## src/rtl/quiescence_softreg_ctrl_n.sv

```systemverilog
// quiescence_softreg_ctrl_n
// Forwards host SoftReg accesses to per-slot quiescence ports. Host writes
// become one-cycle quiescence requests. Host reads become held quiescence
// checks whose answers are collected (bounded by a timeout) and returned
// as one SoftReg response.
// Ports:
//   i_clk, i_rst_n                  clock, asynchronous active-low reset
//   i_src_app                       slot ID of this instance (debug only)
//   i_softreg_req_*                 host request: valid / is_write / addr / data
//   o_softreg_resp_*                read response, valid for one cycle
//   i_quiescence_req_*              quiescence request/check aimed at this block
//   o_quiescence_resp_*             this block's quiescence state
//   o_slot_qreq_*                   per-slot request/check (data packed 64b/slot)
//   i_slot_qresp_*                  per-slot response (data packed 64b/slot)
module quiescence_softreg_ctrl_n #(
   parameter int NUM_SLOTS      = 8,
   parameter int ADDR_STRIDE    = 8,
   parameter int FIFO_LOG_DEPTH = 3,
   parameter int TIMEOUT_CYCLES = 1024,
   parameter int AMI_APP_BITS   = 4
) (
   input  logic                      i_clk,
   input  logic                      i_rst_n,
   input  logic [AMI_APP_BITS-1:0]   i_src_app,
   input  logic                      i_softreg_req_valid,
   input  logic                      i_softreg_req_is_write,
   input  logic [31:0]               i_softreg_req_addr,
   input  logic [63:0]               i_softreg_req_data,
   output logic                      o_softreg_resp_valid,
   output logic [63:0]               o_softreg_resp_data,
   input  logic                      i_quiescence_req_valid,
   input  logic                      i_quiescence_req_is_request,
   input  logic [63:0]               i_quiescence_req_data,
   output logic                      o_quiescence_resp_valid,
   output logic [63:0]               o_quiescence_resp_data,
   output logic [NUM_SLOTS-1:0]      o_slot_qreq_valid,
   output logic [NUM_SLOTS-1:0]      o_slot_qreq_is_request,
   output logic [NUM_SLOTS*64-1:0]   o_slot_qreq_data,
   input  logic [NUM_SLOTS-1:0]      i_slot_qresp_valid,
   input  logic [NUM_SLOTS*64-1:0]   i_slot_qresp_data
);

   localparam int DEPTH = 1 << FIFO_LOG_DEPTH;
   localparam int PW    = FIFO_LOG_DEPTH;
   localparam int CW    = FIFO_LOG_DEPTH + 1;
   localparam int SW    = (NUM_SLOTS > 1) ? $clog2(NUM_SLOTS) : 1;
   localparam int TW    = $clog2(TIMEOUT_CYCLES) + 1;
   localparam logic [31:0] BCAST_ADDR  = 32'(NUM_SLOTS * ADDR_STRIDE);
   localparam logic [31:0] STATUS_ADDR = 32'((NUM_SLOTS + 1) * ADDR_STRIDE);

   typedef enum logic [1:0] {S_IDLE, S_ISSUE, S_WAIT, S_RESP} state_t;
   typedef enum logic [1:0] {K_SLOT, K_BCAST, K_STATUS, K_UNMAPPED} kind_t;

   // ---------------- request FIFO (show-ahead) ----------------
   logic [31:0]    r_fifo_addr [DEPTH];
   logic           r_fifo_wr   [DEPTH];
   logic [PW-1:0]  r_wr_ptr, r_rd_ptr;
   logic [CW-1:0]  r_count;
   logic           w_full, w_empty, w_enq, w_deq, w_drop;
   state_t         r_state, w_state_next;

   assign w_full  = (r_count == CW'(DEPTH));
   assign w_empty = (r_count == '0);
   // Full is judged before any same-cycle dequeue, so a full FIFO refuses.
   assign w_enq   = i_softreg_req_valid && !w_full;
   assign w_drop  = i_softreg_req_valid && w_full;
   assign w_deq   = (r_state == S_IDLE) && !w_empty;

   always_ff @(posedge i_clk) begin
      if (w_enq) begin
         r_fifo_addr[r_wr_ptr] <= i_softreg_req_addr;
         r_fifo_wr[r_wr_ptr]   <= i_softreg_req_is_write;
      end
   end

   always_ff @(posedge i_clk or negedge i_rst_n) begin
      if (!i_rst_n) begin
         r_wr_ptr <= '0;
         r_rd_ptr <= '0;
         r_count  <= '0;
      end else begin
         if (w_enq) r_wr_ptr <= r_wr_ptr + PW'(1);
         if (w_deq) r_rd_ptr <= r_rd_ptr + PW'(1);
         if (w_enq && !w_deq)      r_count <= r_count + CW'(1);
         else if (!w_enq && w_deq) r_count <= r_count - CW'(1);
      end
   end

   // ---------------- address decode of the FIFO head ----------------
   logic [31:0]          w_head_addr;
   logic [NUM_SLOTS-1:0] w_slot_hit;
   logic [SW-1:0]        w_dec_slot;
   kind_t                w_dec_kind;

   assign w_head_addr = r_fifo_addr[r_rd_ptr];

   for (genvar gi = 0; gi < NUM_SLOTS; gi++) begin : g_hit
      assign w_slot_hit[gi] = (w_head_addr == 32'(gi * ADDR_STRIDE));
   end

   always_comb begin
      w_dec_slot = '0;
      for (int k = 0; k < NUM_SLOTS; k++)
         if (w_slot_hit[k]) w_dec_slot = SW'(k);
      if (|w_slot_hit)                     w_dec_kind = K_SLOT;
      else if (w_head_addr == BCAST_ADDR)  w_dec_kind = K_BCAST;
      else if (w_head_addr == STATUS_ADDR) w_dec_kind = K_STATUS;
      else                                 w_dec_kind = K_UNMAPPED;
   end

   // ---------------- current transaction datapath ----------------
   logic                 r_cur_is_write;
   kind_t                r_cur_kind;
   logic [SW-1:0]        r_cur_slot;
   logic [NUM_SLOTS-1:0] r_mask, r_bits, w_target;
   logic [63:0]          r_slot_data;
   logic [TW-1:0]        r_timer;
   logic                 r_timeout;
   logic [15:0]          r_timeout_cnt, r_drop_cnt;
   logic                 r_quiesce_pending;
   logic                 w_done, w_timer_last, w_timeout_hit, w_active;

   always_comb begin
      w_target = '0;
      if (r_cur_kind == K_SLOT)       w_target[r_cur_slot] = 1'b1;
      else if (r_cur_kind == K_BCAST) w_target = '1;
   end

   // Completion looks at the registered mask, so a response captured in
   // ISSUE is seen in WAIT (minimum read latency of four cycles).
   assign w_done        = ((r_cur_kind == K_SLOT) || (r_cur_kind == K_BCAST)) &&
                          ((r_mask & w_target) == w_target);
   assign w_timer_last  = (r_timer == TW'(TIMEOUT_CYCLES - 1));
   assign w_timeout_hit = (r_state == S_WAIT) && !w_done && w_timer_last;
   assign w_active      = (r_state == S_ISSUE) || (r_state == S_WAIT);

   always_ff @(posedge i_clk or negedge i_rst_n) begin
      if (!i_rst_n) begin
         r_cur_is_write    <= 1'b0;
         r_cur_kind        <= K_UNMAPPED;
         r_cur_slot        <= '0;
         r_mask            <= '0;
         r_bits            <= '0;
         r_slot_data       <= '0;
         r_timer           <= '0;
         r_timeout         <= 1'b0;
         r_timeout_cnt     <= '0;
         r_drop_cnt        <= '0;
         r_quiesce_pending <= 1'b0;
      end else begin
         if (w_deq) begin
            r_cur_is_write <= r_fifo_wr[r_rd_ptr];
            r_cur_kind     <= w_dec_kind;
            r_cur_slot     <= w_dec_slot;
            r_mask         <= '0;
            r_bits         <= '0;
            r_timer        <= '0;
            r_timeout      <= 1'b0;
         end else if (w_active) begin
            r_timer <= r_timer + TW'(1);
            if (!r_cur_is_write) begin
               for (int j = 0; j < NUM_SLOTS; j++) begin
                  if (w_target[j] && i_slot_qresp_valid[j]) begin
                     r_mask[j] <= 1'b1;
                     r_bits[j] <= i_slot_qresp_data[j*64];
                  end
               end
               if (r_cur_kind == K_SLOT && i_slot_qresp_valid[r_cur_slot])
                  r_slot_data <= i_slot_qresp_data[int'(r_cur_slot)*64 +: 64];
            end
            if (w_timeout_hit) r_timeout <= 1'b1;
         end
         if (w_timeout_hit && r_timeout_cnt != 16'hFFFF)
            r_timeout_cnt <= r_timeout_cnt + 16'd1;
         if (w_drop && r_drop_cnt != 16'hFFFF)
            r_drop_cnt <= r_drop_cnt + 16'd1;
         if (i_quiescence_req_valid && i_quiescence_req_is_request)
            r_quiesce_pending <= 1'b1;
      end
   end

   // ---------------- FSM ----------------
   always_ff @(posedge i_clk or negedge i_rst_n) begin
      if (!i_rst_n) r_state <= S_IDLE;
      else          r_state <= w_state_next;
   end

   always_comb begin
      w_state_next = r_state;
      case (r_state)
         S_IDLE:  if (!w_empty) w_state_next = S_ISSUE;
         S_ISSUE: begin
            if (r_cur_is_write)                                          w_state_next = S_IDLE;
            else if (r_cur_kind == K_STATUS || r_cur_kind == K_UNMAPPED) w_state_next = S_RESP;
            else                                                         w_state_next = S_WAIT;
         end
         S_WAIT:  if (w_done || w_timer_last) w_state_next = S_RESP;
         S_RESP:  w_state_next = S_IDLE;
         default: w_state_next = S_IDLE;
      endcase
   end

   logic w_pulse, w_hold;

   always_comb begin
      w_pulse                = (r_state == S_ISSUE) && r_cur_is_write;
      w_hold                 = w_active && !r_cur_is_write;
      o_softreg_resp_valid   = (r_state == S_RESP);
      o_softreg_resp_data    = '0;
      o_quiescence_resp_valid = 1'b1;
      o_quiescence_resp_data  = {63'd0, w_empty && (r_state == S_IDLE)};
      if (r_state == S_RESP) begin
         case (r_cur_kind)
            K_SLOT:   o_softreg_resp_data = r_timeout ? '1 : r_slot_data;
            K_BCAST: begin
               o_softreg_resp_data[NUM_SLOTS-1:0] = r_bits;
               o_softreg_resp_data[62] = (&r_mask) && (&r_bits);
               o_softreg_resp_data[63] = r_timeout;
            end
            K_STATUS: begin
               o_softreg_resp_data[15:0]  = r_timeout_cnt;
               o_softreg_resp_data[31:16] = r_drop_cnt;
               o_softreg_resp_data[35:32] = 4'(r_count);
            end
            default:  o_softreg_resp_data = '1;
         endcase
      end
   end

   for (genvar gi = 0; gi < NUM_SLOTS; gi++) begin : g_slot
      assign o_slot_qreq_valid[gi]          = w_target[gi] && (w_pulse || w_hold);
      assign o_slot_qreq_is_request[gi]     = w_target[gi] && w_pulse;
      assign o_slot_qreq_data[gi*64 +: 64]  = {63'd0, w_target[gi] && w_pulse};
   end

   // Debug-only inputs and the sticky pending flag have no consumer here.
   logic w_unused;
   assign w_unused = ^{i_src_app, i_softreg_req_data, i_quiescence_req_data, r_quiesce_pending};

endmodule

```

## config.mk

```make
export PLATFORM = sky130hd
export DESIGN_NAME = quiescence_softreg_ctrl_n
export DESIGN_NICKNAME = d
export VERILOG_FILES = /design/src/rtl/quiescence_softreg_ctrl_n.sv
export SDC_FILE = /design/constraint.sdc
export NUM_CORES = 1
export LEC_CHECK = 0
export CELL_PAD_IN_SITES_DETAIL_PLACEMENT = 1
export CELL_PAD_IN_SITES_GLOBAL_PLACEMENT = 2
export CORE_AREA = 2 2 532 534
export DETAILED_ROUTE_END_ITERATION = 16
export DIE_AREA = 0 0 534 536
export GPL_ROUTABILITY_DRIVEN = 0
export PLACE_DENSITY = 0.44
export SLEW_MARGIN = 20
export SYNTH_ARGS = -nofsm -noshare
export SYNTH_HDL_FRONTEND = slang
export SYNTH_SLANG_ARGS = --single-unit
```

## constraint.sdc

```tcl
create_clock -name i_clk -period 11.3 [get_ports i_clk]
set_input_delay 1.13 -clock i_clk [delete_from_list [all_inputs] [get_ports i_clk]]
set_output_delay 1.13 -clock i_clk [all_outputs]
set_load 0.005 [all_outputs]
```

==> results.md <==
- DRT Wirelength: 164000 µm
- Antenna violations before repair: 121
- Hold slack: 0.473 ns
- Avg WL per Cell: 25.1 µm
- Final setup violation count: 0
- Vias: 18100
- Leakage power: 12.4 nW
- CP Class: reg -> out
- Post-Synthesis Cells: 2080
- Worst-path fanout max: 11
- CTS tree: done
- Worst EP arrival: 3.78 ns
- Switching Power: 0.00157 W
- Layout Nets: 3415
- R2R Path Start: r_state[0]
- FF+latch count, synth: 406
- Post-synth top flop: edfxtp_1
- Post-synth EDFFs: 264
- Die Y-Extent: 536 µm
- Type of the most critical hold path: reg -> reg
- Input/output buffers: 645
- FMAX: 0.204 GHz
- Largest net degree at the start of global routing: 85
- Internal: 0.00329 W
- Clk_lat worst skew: 0.63 ns
- Share of cells above drive strength 1: 0.0725
- Register share of total power: 0.381
- DR pass1 iterations: 5
- RSZ-0062 raised after global routing: false
- Post_cts resized: 0
- Max_cap viols: 0
- Die ar.: 286000 µm²
- Crit path depth: 6
- R2R depth: 8
- Post-DP HPWL: 136000 µm
- Vias in the first global route: 18300
- Grt total ovfl: 0
- Setup bufs post-CTS: 0
- Starting Density: 0.0825
- CP max stage cell: nor2b_1
- Critical path startpoint: r_cur_kind[0]
- Period utilisation layout: 0.435
- Slew @ Worst Pin: 1.19 ns
- CTS H-tree depth: 2
- DRC viols: 0
- Synthesized cell area: 23200 µm²
- Core Box Area: 281000 µm²
- Worst endpoint required time: 10.17 ns
- Setup crit end kind: output pin
- Comb pwr share: 0.284
- Switching share of total power: 0.323
- Post-route cell area: 33900 µm²
- WP buf/inv: 2
- CP delay by family, top: simple AND/OR/NAND/NOR gates
- Hold Buf Count CTS: 0
- Placement-stage cell area: 32200 µm²
- Distinct cell type count after synthesis: 69
- Clk pin slew, worst setup/hold paths: 0.06 ns
- Clock power frac: 0.335
- Antenna Violating Nets Remaining: 0
- Type of origin of the critical path: flop
- CTS Buf Count: 51
- Clock skew: 0.0333 ns
- Mean number of vias per cell: 2.78
- Critical Path Max Stage Delay: 0.75 ns
- R2R Setup Slk: 7.24 ns
- Peak supply drop: 0.105 mV
- CTS Buffer Depth: 3
- Syn-to-layout area delta: 46.3%
- Synth Warn #: 0
- Rows: 195
- Setup TNS: 0 ns
- Status: complete, no violations
- Slew Viols, Final: 0
- Worst path cell trace: ha_1, nor2b_1, a21oi_1, buf_4, nor2_1, clkdlybuf4s50_1
- Power per cell area: 143 nW/µm²
- Initial DRC count: 940
- Min Clock Period, post-route: 4.91 ns
- Async SR Flop Fraction: 0.350
- Die X: 534 µm
- TritonCTS Sinks: 406
- Fin. Hold Viols: 0
- Crit path to: o_slot_qreq_is_request[4]
- Max_slew headroom: 0.206
- Syn Area/Cell: 11.1 µm²
- Global Route Usage Sum: 0.109
- Root Buffer: clkbuf_16
- I/O Pins: 1348
- Seq/Total Area, Yosys: 0.496
- First-pass GRT wire length: 203000 µm
- Critical R2R Capture: r_slot_data[34]
kinds of logic after synthesis:
family	Yosys count	synth area share
mux	30	0.0201
simple gates	288	0.0656
compound gates	582	0.179
xor+xnor	46	0.0174
other cells	2	0.000324
buf+inv	708	0.212
flops	406	0.496
fa+ha+maj	18	0.0100
cell usage after synthesis, types with 8 or more instances:
| cell | number | share of area |
|---|---|---|
| a21o_1 | 65 | 0.021 |
| a21oi_1 | 84 | 0.018 |
| a221oi_1 | 72 | 0.027 |
| a22o_1 | 65 | 0.025 |
| a22oi_1 | 130 | 0.042 |
| a31oi_1 | 68 | 0.018 |
| buf_1 | 18 | 0.0029 |
| buf_2 | 27 | 0.0058 |
| buf_4 | 583 | 0.19 |
| clkbuf_1 | 60 | 0.0097 |
| dfrtp_1 | 140 | 0.15 |
| edfxtp_1 | 264 | 0.34 |
| ha_1 | 17 | 0.0092 |
| inv_1 | 17 | 0.0028 |
| mux2_2 | 9 | 0.0044 |
| mux2i_1 | 8 | 0.0035 |
| mux4_2 | 12 | 0.012 |
| nand2_1 | 50 | 0.0081 |
| nand3_1 | 23 | 0.0050 |
| nand4_1 | 20 | 0.0054 |
| nor2_1 | 87 | 0.014 |
| nor3_1 | 16 | 0.0035 |
| nor4_1 | 45 | 0.012 |
| o21a_1 | 29 | 0.0094 |
| o21ai_0 | 48 | 0.010 |
| xnor2_1 | 21 | 0.0079 |
| xor2_1 | 25 | 0.0094 |
layout by cell type (no fill, tap or decap), drive strengths merged, types with 3 or more instances in the layout:
master / netlist / final
a21o: 65 / 65
a21oi: 84 / 84
a221oi: 72 / 72
a22o: 65 / 65
a22oi: 130 / 130
a2bb2oi: 3 / 3
a31oi: 69 / 69
and3: 6 / 6
and4: 3 / 3
buf: 630 / 54
bufinv: 0 / 3
clkbuf: 60 / 69
clkdlybuf4s50: 0 / 644
clkinv: 0 / 17
conb: 2 / 568
dfrtp: 140 / 140
diode: 0 / 37
edfxtp: 264 / 264
ha: 17 / 17
inv: 17 / 20
mux2: 10 / 10
mux2i: 8 / 8
mux4: 12 / 12
nand2: 50 / 50
nand2b: 6 / 6
nand3: 24 / 24
nand4: 22 / 22
nand4b: 3 / 3
nor2: 89 / 89
nor2b: 6 / 6
nor3: 16 / 16
nor4: 45 / 45
nor4b: 6 / 6
o21a: 29 / 29
o21ai: 51 / 51
or4: 4 / 4
xnor2: 21 / 21
xor2: 25 / 25
final cells by class:
type                       instances  area [µm²]
clock buffer                      68        1410
clock inverter                    24         226
multi-input combinational       1532        9060
timing repair buffer             699        6880
antenna                           37        92.6
inverter                          17        63.8
fill                           32900      247000
tap                             3743        4680
sequential                       406       11500
routing by layer:
metal  track usage  wire (µm)  up-vias
met3        0.0394      14400      238
met5             0        367        -
met2         0.206      87800      832
met1         0.113      57300     9109
met4        0.0256       4200       58
li1              -          -     7912
state kept, by name, summed over array words and instances, names as in the netlist, 2 cells and up, named ones only:
register       cells
r_rd_ptr           3
r_bits             8
r_fifo_wr          8
r_fifo_addr      256
r_cur_kind         2
r_timeout_cnt     16
r_slot_data       64
r_drop_cnt        16
r_timer           11
r_count            4
r_wr_ptr           3
r_cur_slot         3
r_mask             8
worst min-delay path by stage:
stage	start	depth (start not counted)	slack, ns	to
finish	r_slot_data[29]	1	0.47	r_slot_data[29]
floorplan	r_slot_data[0]	1	0.44	r_slot_data[0]
detailed placement	r_slot_data[3]	1	0.46	r_slot_data[3]
CTS	r_slot_data[29]	1	0.48	r_slot_data[29]
global route	r_slot_data[26]	1	0.49	r_slot_data[26]
global placement	r_slot_data[7]	1	0.46	r_slot_data[7]
power groups by stage:
stage | Clock, W | Sequential (W) | Combinational, W
after floorplan | 0 | 0.00187 | 0.000704
after global placement | 0 | 0.00188 | 0.00144
after detailed placement | 0 | 0.00188 | 0.00144
after CTS | 0.00171 | 0.00185 | 0.00145
after global routing | 0.00176 | 0.00187 | 0.00152
final | 0.00163 | 0.00185 | 0.00138
through the flow:
step	power [W]	util	cells	setup WS, ns
global route	0.00515	0.121	6505	6.10
detailed placement	0.00333	0.115	6397	6.89
CTS	0.00501	0.120	6489	6.19
global placement	0.00331	0.115	6397	6.91
finish	0.00486	0.121	6526	6.39
floorplan	0.00257	-	2646	6.89
Note: power is estimated with default switching activity, not from simulation.
